$ cat src/rtl/bus_arbiter_pkg.sv
// Shared definitions for the round-robin bus arbiter: state encoding,
// default timing limits and a constant-width helper.
package bus_arbiter_pkg;

    localparam int STATE_W = 3;

    localparam logic [STATE_W-1:0] ENC_IDLE       = 3'd0;
    localparam logic [STATE_W-1:0] ENC_GRANT      = 3'd1;
    localparam logic [STATE_W-1:0] ENC_WAIT_BEGIN = 3'd2;
    localparam logic [STATE_W-1:0] ENC_BUSY       = 3'd3;
    localparam logic [STATE_W-1:0] ENC_ABORT      = 3'd4;

    typedef enum logic [STATE_W-1:0] {
        ST_IDLE       = ENC_IDLE,
        ST_GRANT      = ENC_GRANT,
        ST_WAIT_BEGIN = ENC_WAIT_BEGIN,
        ST_BUSY       = ENC_BUSY,
        ST_ABORT      = ENC_ABORT
    } arb_state_t;

    localparam int DEFAULT_GRANT_WAIT     = 4;
    localparam int DEFAULT_TIMEOUT_CYCLES = 255;

    function automatic int clog2(input int value);
        int r = 0;
        int v = value - 1;
        while (v > 0) begin
            r++;
            v = v >> 1;
        end
        return r;
    endfunction

endpackage

$ cat src/rtl/rr_select.sv
// Masked priority picker: first set request at index >= rr_pointer,
// falling back to the lowest set request when nothing is set above it.
module rr_select
    import bus_arbiter_pkg::*;
#(
    parameter  int NR_MASTERS = 4,
    localparam int MW         = clog2(NR_MASTERS)
) (
    input  logic [NR_MASTERS-1:0] request,
    input  logic [MW-1:0]         rr_pointer,
    output logic [MW-1:0]         winner,
    output logic                  valid
);

    logic [NR_MASTERS-1:0] upper_mask;
    logic [NR_MASTERS-1:0] masked;
    logic [NR_MASTERS-1:0] pick_vec;

    for (genvar i = 0; i < NR_MASTERS; i++) begin : g_mask
        assign upper_mask[i] = (MW'(i) >= rr_pointer);
    end

    assign masked   = request & upper_mask;
    assign pick_vec = (|masked) ? masked : request;
    assign valid    = |request;

    // Descending scan so the lowest set bit is the last one written.
    always_comb begin
        winner = '0;
        for (int i = NR_MASTERS - 1; i >= 0; i--) begin
            if (pick_vec[i]) winner = MW'(i);
        end
    end

endmodule

$ cat src/rtl/bus_arbiter_rr.sv
// Round-robin bus arbiter with grant-to-begin timeout and BUSY watchdog that
// aborts hung transactions with an end + error strobe.
module bus_arbiter_rr
    import bus_arbiter_pkg::*;
#(
    parameter  int NR_MASTERS     = 4,
    parameter  int GRANT_WAIT     = DEFAULT_GRANT_WAIT,
    parameter  int TIMEOUT_CYCLES = DEFAULT_TIMEOUT_CYCLES,
    localparam int MW             = clog2(NR_MASTERS)
) (
    input  logic                  clock,
    input  logic                  reset,
    input  logic [NR_MASTERS-1:0] request,
    output logic [NR_MASTERS-1:0] granted,
    input  logic                  begin_transaction_in,
    input  logic                  end_transaction_in,
    input  logic                  data_valid_in,
    input  logic                  error_in,
    output logic                  end_transaction_out,
    output logic                  bus_error_out,
    output logic [MW-1:0]         active_master,
    output logic                  bus_idle
);

    localparam int WW = clog2(GRANT_WAIT + 1);
    localparam int TW = clog2(TIMEOUT_CYCLES + 1);
    localparam logic [WW-1:0] WAIT_MAX = WW'(GRANT_WAIT);
    localparam logic [TW-1:0] TO_MAX   = TW'(TIMEOUT_CYCLES);
    localparam logic [MW-1:0] LAST     = MW'(NR_MASTERS - 1);

    arb_state_t    state, state_next;
    logic [MW-1:0] rr_pointer;
    logic [MW-1:0] pick_idx;
    logic          pick_valid;
    logic [WW-1:0] wait_cnt, wait_inc;
    logic [TW-1:0] wd_cnt, wd_inc;

    rr_select #(.NR_MASTERS(NR_MASTERS)) u_rr_select (
        .request    (request),
        .rr_pointer (rr_pointer),
        .winner     (pick_idx),
        .valid      (pick_valid)
    );

    assign wait_inc = (wait_cnt == WAIT_MAX) ? wait_cnt : wait_cnt + WW'(1);
    assign wd_inc   = (wd_cnt == TO_MAX) ? wd_cnt : wd_cnt + TW'(1);

    always_comb begin
        state_next = state;
        case (state)
            ST_IDLE:       if (pick_valid) state_next = ST_GRANT;
            ST_GRANT:      state_next = ST_WAIT_BEGIN;
            ST_WAIT_BEGIN: begin
                // A lone end strobe here belongs to nobody; only begin counts.
                if (begin_transaction_in)
                    state_next = end_transaction_in ? ST_IDLE : ST_BUSY;
                else if (wait_inc == WAIT_MAX)
                    state_next = ST_IDLE;
            end
            ST_BUSY: begin
                if (end_transaction_in || error_in)
                    state_next = ST_IDLE;
                else if (!data_valid_in && wd_inc == TO_MAX)
                    state_next = ST_ABORT;
            end
            ST_ABORT:      state_next = ST_IDLE;
            default:       state_next = ST_IDLE;
        endcase
    end

    always_ff @(posedge clock) begin
        if (reset) begin
            state         <= ST_IDLE;
            active_master <= '0;
            rr_pointer    <= '0;
            wait_cnt      <= '0;
            wd_cnt        <= '0;
        end else begin
            state <= state_next;
            case (state)
                ST_IDLE:       if (pick_valid) active_master <= pick_idx;
                ST_GRANT: begin
                    rr_pointer <= (active_master == LAST) ? '0 : active_master + MW'(1);
                    wait_cnt   <= '0;
                end
                ST_WAIT_BEGIN: begin
                    wait_cnt <= wait_inc;
                    wd_cnt   <= '0;
                end
                ST_BUSY:       wd_cnt <= data_valid_in ? '0 : wd_inc;
                default: ;
            endcase
        end
    end

    always_comb begin
        granted = '0;
        if (state == ST_GRANT) granted[active_master] = 1'b1;
    end

    assign end_transaction_out = (state == ST_ABORT);
    assign bus_error_out       = (state == ST_ABORT);
    assign bus_idle            = (state == ST_IDLE);

endmodule

$ cat config.mk
export PLATFORM = sky130hd
export DESIGN_NAME = bus_arbiter_rr
export DESIGN_NICKNAME = d
export VERILOG_FILES = /design/src/rtl/bus_arbiter_pkg.sv /design/src/rtl/rr_select.sv /design/src/rtl/bus_arbiter_rr.sv
export SDC_FILE = /design/constraint.sdc
export NUM_CORES = 1
export LEC_CHECK = 0
export CELL_PAD_IN_SITES_DETAIL_PLACEMENT = 0
export CELL_PAD_IN_SITES_GLOBAL_PLACEMENT = 1
export CORE_MARGIN = 2
export CORE_UTILIZATION = 42
export DETAILED_ROUTE_END_ITERATION = 7
export PLACE_DENSITY_LB_ADDON = 0.1
export SETUP_SLACK_MARGIN = 0.5
export SYNTH_ARGS = -nofsm -noshare
export SYNTH_HDL_FRONTEND = slang
export SYNTH_SLANG_ARGS = --single-unit
export TNS_END_PERCENT = 10
$ cat constraint.sdc
create_clock -name clock -period 3.36 [get_ports clock]
set_input_delay 0.504 -clock clock [delete_from_list [all_inputs] [get_ports clock]]
set_output_delay 0.504 -clock clock [all_outputs]
set_load 0.05 [all_outputs]
== Yosys cells after proc, flatten, opt, wreduce, memory -nomap -nowiden ==
Index checks and enable logic that the tools add are counted.

* Add/subtract/negate cells: 3
* Order comparisons: 6
* Equal/unequal tests: 12
* Muxes and demuxes: 21
* Bitwise logic cells: 1
* Reduce and logical (&&, ||, !) cells: 11

{| class="wikitable"
|+ Operators with widths
! kind !! count
|-
| two-way mux 3 bit || 6
|-
| == test 8 bit (second input constant) || 2
|-
| two-way mux 8 bit || 2
|-
| one-hot mux 8 bit (2 select lines) || 1
|-
| two-way mux 2 bit || 6
|-
| one-hot mux 3 bit (4 select lines) || 1
|-
| == test 3 bit (second input constant) || 3
|-
| adder 8 x 1 -> 8 bit (second input constant) || 1
|-
| two-way mux 4 bit || 2
|-
| OR reduction 4 bit || 2
|-
| == test 3 x 2 -> 1 bit (second input constant) || 2
|-
| != test 3 bit (second input constant) || 2
|-
| one-hot mux 3 bit (2 select lines) || 1
|-
| AND 4 bit || 1
|-
| >= comparator 1 x 2 -> 1 bit (first input constant) || 2
|-
| >= comparator 2 bit (first input constant) || 2
|-
| nonzero test 2 bit || 2
|-
| adder 3 x 1 -> 3 bit (second input constant) || 1
|-
| == test 3 x 1 -> 1 bit (second input constant) || 1
|-
| logical NOT 3 bit || 1
|-
| less-than comparator 2 x 3 -> 1 bit (second input constant) || 1
|-
| AND reduction 3 bit || 1
|-
| adder 2 x 1 -> 2 bit (second input constant) || 1
|-
| demux 1 bit (select 2 bit) || 1
|-
| 8 further kinds || 9
|}

* Register bits: 18
* Input port bits: 10
* Output and inout port bits: 9
* Logic and storage cells: 59

== Longest topological paths before layout ==
Gate-level depths: netlist of run 1.

* Depth after elaboration: 8
* Depth in mapped cells: 7
* Gate-level depth less buffers: 7

== By module ==
From an unflattened synthesis of run 1, not the netlist that was laid out.

* Cell total of the unflattened synthesis: 165
* Area, all modules: 1290.0 µm²

{| class="wikitable"
|+ By module, submodules not included
! module !! times used !! cells each !! area each (µm²) !! seq. area each (µm²)
|-
| bus_arbiter_rr || 1 || 151 || 1216.2 || 360.3
|-
| rr_select || 1 || 14 || 73.8 || 0.0
|}

== Least setup slack after synthesis of run 1 ==
No wires, ideal clock.

* Kind: register to output
* Start: register state[0]
* End: output granted[0]
* Data arrival time: 1415 ps
* Data required time: 2856 ps
* Setup slack: 1441 ps
* Cell stages (with the launch flop): 4
* Path through: dfxtp_1 buf_2 nor3b_2 and2_1

* Longest elaborated chain between the ends: 2

{| class="wikitable"
|+ Ends and longest elaborated chain
! element !! RTL line !! source
|-
| start, declared || bus_arbiter_rr.sv:31 || <nowiki>arb_state_t state, state_next;</nowiki>
|-
| start signal, assigned || bus_arbiter_rr.sv:79 || <nowiki>state <= state_next;</nowiki>
|-
| == test 3 x 1 -> 1 bit || bus_arbiter_rr.sv:98 || <nowiki>if (state == ST_GRANT) granted[active_master] = 1'b1;</nowiki>
|-
| two-way mux 4 bit || bus_arbiter_rr.sv:98 ||
|-
| end, declared || bus_arbiter_rr.sv:14 || <nowiki>output logic [NR_MASTERS-1:0] granted,</nowiki>
|}

No other way between the ends.

== Worst setup path in the final report of run 1 ==
* Start: register state[0]
* End: output granted[2]

Same word-level chain as after synthesis.

==> impl_metrics.toml, run 1 <==
[run_status]
outcome = "complete, no violations"

[synth]
muxShareOfSynthArea = 0.0243
synth.distinct_cells = 47
yosys_warnings = 0
async_flop_share = 0
synth-xor-area-share = 0
yosys.area_share.adder = 0.0709
synthesis.area_sq_um = 1240
synth_compound_area_frac = 0.226
synth_top_family_by_area = "simple AND/OR/NAND/NOR gates"
yosys.area_share.simple = 0.317
ys_seq_area_frac = 0.291
syn_nets = 174
synth_ff_type = "dfxtp_1"
ys_seq_elements = 18
syn_avg_cell_area_sq_um = 7.87
postSynthCellCount = 157
synth_edf_count = 0

[power_and_ir_drop]
irDropWorstVdd_mv = 0.247
p_leak_nw = 0.512
p_seq_frac = 0.466
p_per_area_nw_per_um2 = 353
switchingPower_w = 0.000167
power.internal_w = 0.000348
clkPwrFrac = 0.262
netSwitchingFraction = 0.324
combPwrFrac = 0.272

[die]
die_w_um = 58.3
rows = 19
core_region_area_sq_um = 2780
die_height_um = 58.3
start_util = 0.444
dieArea_sq_um = 3390
ios = 19

[clocking]
cts-root-buf = "clkbuf_4"
clk_pin_slew_ns = 0.11
cts.hold.buffers_added = 0
cts_tree = "built"
clk_latency_ns = 0.30
cts_max_level = 1
cts_inserted_buffers = 3
clock_sinks = 18
clockBufferDepth = 2

[route]
postRouteAntennaNets = 0
wl_per_cell_um = 13.8
remaining_drc_errors = 0
via_count = 1147
first_pass_iters = 4
drt-total-wl_mm = 2.78
drt_iter0_markers = 42
via_per_inst = 5.68

[placement]
gp_congestion = 0.833
place_area_sq_um = 1400
pre_cts_slack_ns = 0.717
port-buffer-count = 18
dp_hpwl_mm = 2.03

[global_routing]
grt_max_degree = 19
grt_antenna_before_repair = 0
first_global_vias = 1118
grt_usage = 0.179
grt_overflow = 0
grt_first_pass_wirelength_mm = 4.75

[final_layout]
diodes = 0
nets = 189
drive_above_1_share = 0.0702
fin_area_sq_um = 1460
fillers = 265
syn_to_final_growth_pct = 17.9

[sta]
tightestPinTransition_ns = 0.640
finalSetupViolCount = 0
finalSetupTns_ns = 0
finalCriticalPeriod_ns = 2.74
final_max_slew_viol_count = 0
holdWs_ns = 0.535
finalHoldViolations = 0
fin_crit_sh = 0.814
skew_ns = 0.0138
clock.fmax_mhz = 366
worst_slack_ns = 0.625
maxSlewHeadroom = 0.572
rsz0062_at_grt = "no"

[critical_path]
startpoint = "state[0]$_SDFFE_PP0P_"
worst_setup_path_end_kind = "output port"
required_ns = 2.86
timing.rr.start = "wd_cnt[0]$_SDFFE_PP0P_"
worst_ep_arrival_time_ns = 2.23
path_max_fanout = 13
crit_type = "reg -> out"
startpoint_type = "flip-flop"

[hold_path]
hp-class = "reg -> reg"
hold_path.startpoint = "wait_cnt[1]$_SDFFE_PP0P_"

[job]
maxCapViolations = 0
[flip-flops by register name (all words and copies together), names as in the netlist]
register       count
wait_cnt           3
active_master      2
state              3
rr_pointer         2
wd_cnt             8
[placed cells by master, fill, tap and decap left out, drive strengths merged, types with 2 or more instances in the layout]
master / Yosys / layout
a211oi: 2 / 2
ha: 7 / 7
and2: 7 / 7
nor2: 14 / 14
nand2b: 7 / 7
nand4: 3 / 3
clkbuf: 3 / 4
inv: 7 / 7
buf: 8 / 3
a21oi: 21 / 21
a31oi: 3 / 3
clkdlybuf4s50: 0 / 17
or3: 2 / 2
and3: 2 / 2
nor3b: 2 / 2
dfxtp: 18 / 18
nand3: 3 / 3
nor3: 11 / 11
o21ai: 4 / 4
mux2i: 3 / 3
nand2: 7 / 7
nand4b: 3 / 3
[what timing repair did]
item / CTS / global route
setup endpoints to repair: 4 / 3
pin swaps: 0 / 0
gates resized for setup: 2 / 0
cloned: 0 / 0
setup buffers: 0 / 2
[logic make-up after synthesis]
logic type                 Yosys count
buffers and inverters               18
AOI/OAI and AO/OA                   42
DFF                                 18
muxes                                3
adders and majority gates            7
and+or+nand+nor                     69
[Yosys cell counts (4+ instances only)]
| library cell | instances | area (sq um) |
|---|---|---|
| a21oi_1 | 21 | 105 |
| buf_2 | 4 | 20.0 |
| nor3_1 | 10 | 50.1 |
| inv_1 | 7 | 26.3 |
| dfxtp_1 | 18 | 360 |
| nor2_1 | 14 | 52.6 |
| ha_1 | 7 | 87.6 |
| and2_1 | 7 | 43.8 |
| nand2b_1 | 7 | 43.8 |
| nand2_1 | 7 | 26.3 |
[layout make-up]
type	count	area [sq um]	area share
Tap cell	31	38.8	0.0266
Timing Repair Buffer	21	201	0.138
Inverter	7	26.3	0.0180
Sequential cell	18	360	0.247
Multi-Input combinational cell	121	795	0.545
Clock buffer	4	36.3	0.0249
[final timing paths]
| path | to | slack, ns | cells after the start |
|---|---|---|---|
| hold / removal | wait_cnt[1]$_SDFFE_PP0P_ | 0.53 | 2 |
| setup reg to reg | state[1]$_SDFFE_PP0P_ | 1.34 | 6 |
| hold reg to reg | wait_cnt[1]$_SDFFE_PP0P_ | 0.53 | 2 |
| setup / recovery | granted[2] | 0.62 | 3 |
[critical path: stages, from the launching register on]
cell and delay, ns:
dfxtp_1 0.58, nor3b_4 0.37, and2_1 0.18, clkdlybuf4s50_1 0.80
[metal layers]
layer / global-route usage / vias up / share of wire / wire [um]
met1: 0.227 / 522 / 0.47 / 1300
met3: 0.0268 / 2 / 0.038 / 107
met5: 0 / - / 0 / 0
met4: 0.0731 / 0 / 0.0058 / 16
met2: 0.304 / 22 / 0.49 / 1360
li1: - / 601 / - / -
[power groups by stage]
stage	combinational [W]	sequential, W	clock (W)
2_1_floorplan	0.0000898	0.000246	0
3_3_place_gp	0.000135	0.000243	0
3_5_place_dp	0.000136	0.000244	0
4_1_cts	0.000137	0.000240	0.000139
5_1_grt	0.000155	0.000242	0.000150
6_report	0.000140	0.000240	0.000135
[per-stage QoR]
step / total power, W / std cells / utilization
after global routing: 0.000547 / 202 / 0.524
after global placement: 0.000378 / 196 / 0.504
after floorplan: 0.000336 / 157 / -
final: 0.000515 / 202 / 0.524
after detailed placement: 0.000380 / 196 / 0.504
after CTS: 0.000516 / 200 / 0.519
(Power assumes the default switching activity.)
==> run 2: changes to the inputs <==
--- a/config.mk
+++ b/config.mk
@@ -8,7 +8,7 @@
 export CELL_PAD_IN_SITES_DETAIL_PLACEMENT = 0
 export CELL_PAD_IN_SITES_GLOBAL_PLACEMENT = 1
 export CORE_MARGIN = 2
-export CORE_UTILIZATION = 42
+export CORE_UTILIZATION = 35
 export DETAILED_ROUTE_END_ITERATION = 7
 export PLACE_DENSITY_LB_ADDON = 0.1
 export SETUP_SLACK_MARGIN = 0.5
==> constraint.sdc (replaced) <==
create_clock -name clock -period 2.5 [get_ports clock]
set_input_delay 0.375 -clock clock [delete_from_list [all_inputs] [get_ports clock]]
set_output_delay 0.375 -clock clock [all_outputs]
set_load 0.05 [all_outputs]
==> run 2 against run 1 <==
  * Clock power up 41%
  * Register-to-register slack worse by 0.84 ns
  * Cell count up 7.4%
  * Flip-flop and latch count unchanged
  * Routed wire length up 8.7%
  * Cell area up 3.8%
  * Die area up 19%
  * Core utilization down 7.4 points
  * Combinational power up 40%
  * Critical endpoint is now bus_error_out
  * Largest power group unchanged
==> impl_metrics.toml, run 2 (synthesis gave the netlist of run 1 again) <==
[global_routing]
grt_max_degree = 18
grt_use_met2 = 0.287
grt_antenna_before_repair = 0
grt_usage = 0.161
grt_util_met3 = 0.0375
first_global_vias = 1211
use_met1 = 0.186
grt_first_pass_wirelength_mm = 5.24
grt_overflow = 0
grt_busiest_layer = "met2"

[die]
core_region_area_sq_um = 3360
die_w_um = 63.4
die_height_um = 63.4
rows = 21
start_util = 0.368
dieArea_sq_um = 4020
ios = 19

[clocking]
cts.hold.buffers_added = 0
clockBufferDepth = 2
cts-root-buf = "clkbuf_4"
clk_pin_slew_ns = 0.12
clock_sinks = 18
cts_tree = "built"
clk_latency_ns = 0.30
postCtsSetupBuffers = 0
cts_inserted_buffers = 3
cts_max_level = 1

[sta]
finalSetupViolCount = 0
final_max_slew_viol_count = 0
finalHoldViolations = 0
fin_crit_sh = 0.886
tightestPinTransition_ns = 0.550
finalSetupTns_ns = 0
finalCriticalPeriod_ns = 2.21
rsz0062_at_grt = "yes"
worst_slack_ns = 0.285
skew_ns = 0.00250
maxSlewHeadroom = 0.634
clock.fmax_mhz = 452

[route]
via_per_inst = 5.50
drt-total-wl_mm = 3.02
postRouteAntennaNets = 0
drt_iter0_markers = 66
via_count = 1194
wl_per_cell_um = 13.9
remaining_drc_errors = 0
first_pass_iters = 4

[critical_path]
worst_ep_arrival_time_ns = 1.84
path_max_fanout = 13
worst_setup_path_end_kind = "output port"
required_ns = 2.12
startpoint_type = "flip-flop"
r2r_slack_ns = 0.50
endpoint = "bus_error_out"
startpoint = "state[0]$_SDFFE_PP0P_"
r2r_cells = 6
crit_type = "reg -> out"
r2r_end = "state[1]$_SDFFE_PP0P_"
timing.rr.start = "wd_cnt[0]$_SDFFE_PP0P_"

[job]
maxCapViolations = 0

[placement]
dp_cells = 213
pre_cts_slack_ns = 0.534
port-buffer-count = 18
gp_congestion = 0.859
dp_hpwl_mm = 2.26

[final_layout]
diodes = 0
fillers = 351
layout_common_cells = "a21oi_1 (21), dfxtp_1 (18), nor2_1 (14)"
nets = 189
seq_area_sq_um = 360
multiInputGateArea_sq_um = 788
largest_register_ffs = 8
syn_to_final_growth_pct = 22.4
final_common_cell = "a21oi_1"
top_register = "wd_cnt"
drive_above_1_share = 0.0936
final_cell_count_no_fill = 217
reg_top3 = "wd_cnt: 8 flops, state: 3 flops, wait_cnt: 3 flops"

[power_and_ir_drop]
p_per_area_nw_per_um2 = 469
p_leak_nw = 0.548
irDropWorstVdd_mv = 0.210
total_power_w = 0.000709

[hold_path]
hp-class = "reg -> reg"

[run_status]
outcome = "complete, no violations"
-- run 2: stage by stage --
step	area, sq um	utilization	hold WS (ns)
2_1_floorplan	1240	-	0.484
3_3_place_gp	1480	0.439	0.507
3_5_place_dp	1480	0.439	0.519
4_1_cts	1510	0.449	0.540
5_1_grt	1510	0.450	0.585
6_report	1510	0.450	0.537
-- run 2: layout make-up --
class / count / area share
inverter: 7 / 0.0174
tap: 46 / 0.0380
timing repair buffer: 21 / 0.161
multi-input combinational: 121 / 0.521
clock buffer: 4 / 0.0240
sequential: 18 / 0.238
-- run 2: critical path: stages (launching register included) --
cell and delay (ns):
dfxtp_1 0.45, nor2_1 0.15, and2_1 0.15, clkdlybuf4s50_1 0.79
-- run 2: how the worst min path moves through the flow --
stage / cells after the start / to / startpoint / slack [ns]
after floorplan: 2 / wait_cnt[1]$_SDFFE_PP0P_ / wait_cnt[1]$_SDFFE_PP0P_ / 0.48
after global placement: 2 / wait_cnt[1]$_SDFFE_PP0P_ / wait_cnt[1]$_SDFFE_PP0P_ / 0.51
after detailed placement: 2 / wait_cnt[1]$_SDFFE_PP0P_ / wait_cnt[1]$_SDFFE_PP0P_ / 0.52
after CTS: 2 / wd_cnt[0]$_SDFFE_PP0P_ / wd_cnt[0]$_SDFFE_PP0P_ / 0.54
after global routing: 2 / wd_cnt[0]$_SDFFE_PP0P_ / wd_cnt[0]$_SDFFE_PP0P_ / 0.58
final: 2 / active_master[1]$_SDFFE_PP0P_ / active_master[1]$_SDFFE_PP0P_ / 0.54
-- run 2: routing by layer --
metal	share of wire	vias to the layer above	wire, um
met5	0	-	0
met4	0.013	0	39
met3	0.050	4	150
met2	0.49	28	1480
met1	0.45	562	1360
li1	-	600	-
-- run 2: what timing repair did --
item / in CTS / in global routing
gates cloned: 0 / 0
resized for setup: 1 / 1
endpoints found under the setup margin: 8 / 15
pin swaps: 0 / 0
-- run 2: report_power, final --
| part | internal [W] | switching [W] | total (W) | leakage, nW |
|---|---|---|---|---|
| logic | 0.0000834 | 0.000112 | 0.000196 | 0.381 |
| registers | 0.000300 | 0.0000221 | 0.000322 | 0.146 |
| clock network | 0.0000887 | 0.000102 | 0.000191 | 0.0210 |
| total | 0.000472 | 0.000236 | 0.000709 | 0.548 |
==> run 3: changes to the inputs <==
--- a/config.mk
+++ b/config.mk
@@ -7,9 +7,11 @@
 export LEC_CHECK = 0
 export CELL_PAD_IN_SITES_DETAIL_PLACEMENT = 0
 export CELL_PAD_IN_SITES_GLOBAL_PLACEMENT = 1
+export CORE_ASPECT_RATIO = 1.2
 export CORE_MARGIN = 2
 export CORE_UTILIZATION = 35
 export DETAILED_ROUTE_END_ITERATION = 7
+export HOLD_SLACK_MARGIN = 0.15
 export PLACE_DENSITY_LB_ADDON = 0.1
 export SETUP_SLACK_MARGIN = 0.5
 export SYNTH_ARGS = -nofsm -noshare
==> run 3 against run 2 <==
  * Global-route usage fell by 0.41 points
  * Routed wire length is 4.2% lower
  * Fmax rose by 6.6%
  * Critical path depth did not move
  * Worst setup slack improved by 0.14 ns
  * Die area hardly changed
  * Largest power group unchanged
  * Cell area fell by 0.25%
  * Register-to-register slack better by 0.06 ns
  * Clock skew grew 0.0015 ns
  * Sequential power hardly changed
  * Flip-flop and latch count unchanged
==> impl_metrics.toml, run 3 (synthesis gave the netlist of run 1 again) <==
[final_layout]
diodes = 0
top_register = "wd_cnt"
syn_to_final_growth_pct = 22.1
drive_above_1_share = 0.100
fillers = 336
largest_register_ffs = 8
reg_top3 = "wd_cnt: 8 flops, state: 3 flops, wait_cnt: 3 flops"
layout_common_cells = "a21oi_1 (21), dfxtp_1 (17), nor2_1 (14)"
final_common_cell = "a21oi_1"
nets = 189
final_cell_count_no_fill = 207

[global_routing]
grt_util_met3 = 0.0338
grt_usage = 0.157
grt_busiest_layer = "met2"
grt_use_met2 = 0.271
use_met1 = 0.182
grt_first_pass_wirelength_mm = 5.07
grt_max_degree = 18
grt_antenna_before_repair = 0
grt_overflow = 0
first_global_vias = 1149

[critical_path]
r2r_slack_ns = 0.56
cpLargestDelayFamily = "buffers and inverters"
cp_num_buf_inv = 1
path_max_fanout = 13
cp_cell_sequence = "nor2_1 -> and2_1 -> clkdlybuf4s50_1"
crit_type = "reg -> out"
required_ns = 2.12
startpoint_type = "flip-flop"
worst_ep_arrival_time_ns = 1.70
slowest_delay_ns = 0.80
worst_setup_path_end_kind = "output port"
slowest_stage = "clkdlybuf4s50_1"

[sta]
skew_ns = 0.00396
fin_crit_sh = 0.831
tightestPinTransition_ns = 0.580
finalSetupViolCount = 0
finalSetupTns_ns = 0
finalCriticalPeriod_ns = 2.08
finalHoldViolations = 0
maxSlewHeadroom = 0.613
rsz0062_at_grt = "yes"
final_max_slew_viol_count = 0
clock.fmax_mhz = 481

[power_and_ir_drop]
combPwrFrac = 0.270
p_seq_frac = 0.449
power.internal_w = 0.000491
clkPwrFrac = 0.281
switchingPower_w = 0.000229
netSwitchingFraction = 0.318
p_leak_nw = 0.549
irDropWorstVdd_mv = 0.239
p_per_area_nw_per_um2 = 477

[die]
dieArea_sq_um = 4030
die_w_um = 58.3
rows = 23
die_height_um = 69.1
ios = 19
core_region_area_sq_um = 3370
start_util = 0.367

[clocking]
cts.hold.buffers_added = 0
clock_sinks = 18
cts-root-buf = "clkbuf_8"
cts_tree = "built"
clk_pin_slew_ns = 0.06
clk_latency_ns = 0.25
clockBufferDepth = 2
cts_inserted_buffers = 3
cts_max_level = 1

[route]
remaining_drc_errors = 0
wl_per_cell_um = 14.0
drt-total-wl_mm = 2.90
drt_iter0_markers = 60
first_pass_iters = 4
postRouteAntennaNets = 0
via_count = 1177
via_per_inst = 5.69

[run_status]
outcome = "complete, no violations"

[placement]
gp_congestion = 0.800
dp_hpwl_mm = 2.13
port-buffer-count = 18
dp_cells = 204

[hold_path]
hp-class = "reg -> reg"

[job]
maxCapViolations = 0
[run 3: cell type report]
class	count	area, sq um	share of cell area
well taps	37	46.3	0.0307
clock buffers	3	41.3	0.0274
inverters	7	26.3	0.0174
repair buffers	21	244	0.162
multi-input cells	121	790	0.523
flip-flops and latches	18	362	0.240
[run 3: what timing repair did]
item | 4_1_cts | 5_1_grt
endpoints found under the setup margin | 3 | 9
setup buffers | 0 | 0
resized for setup | 1 | 3
[run 3: metal layers]
layer  part of all wire  vias to the layer above
met2               0.53                       27
met4              0.014                        0
met5                  0                        -
met1               0.41                      546
li1                   -                      599
met3              0.042                        5
[run 3: final timing paths]
| check | start | to | cells after the start |
|---|---|---|---|
| max | state[0]$_SDFFE_PP0P_ | end_transaction_out | 3 |
| min | wd_cnt[0]$_SDFFE_PP0P_ | wd_cnt[0]$_SDFFE_PP0P_ | 2 |
| max reg2reg | wd_cnt[0]$_SDFFE_PP0P_ | state[1]$_SDFFE_PP0P_ | 6 |
| min reg2reg | wd_cnt[0]$_SDFFE_PP0P_ | wd_cnt[0]$_SDFFE_PP0P_ | 2 |
[run 3: through the flow]
stage                     total power (W)  instance area, sq um  setup WS, ns  hold slack, ns   util
after floorplan                  0.000451                  1240         0.597           0.484      -
after global placement           0.000526                  1460         0.555           0.506  0.435
after detailed placement         0.000527                  1460         0.536           0.522  0.435
after CTS                        0.000731                  1500         0.322           0.533  0.447
after global routing             0.000768                  1510         0.330           0.568  0.448
final                            0.000720                  1510         0.422           0.537  0.448
[run 3: power groups by stage]
stage,clock network (W),logic (W),registers (W)
final,0.000202,0.000194,0.000324
after global routing,0.000227,0.000214,0.000327
after CTS,0.000212,0.000197,0.000323
after floorplan,0,0.000121,0.000331
after detailed placement,0,0.000198,0.000329
after global placement,0,0.000198,0.000329
[run 3: worst min-delay path, stage by stage (launching register included)]
cell and delay [ns]:
dfxtp_1 0.36, nand2_1 0.08, a21oi_1 0.05
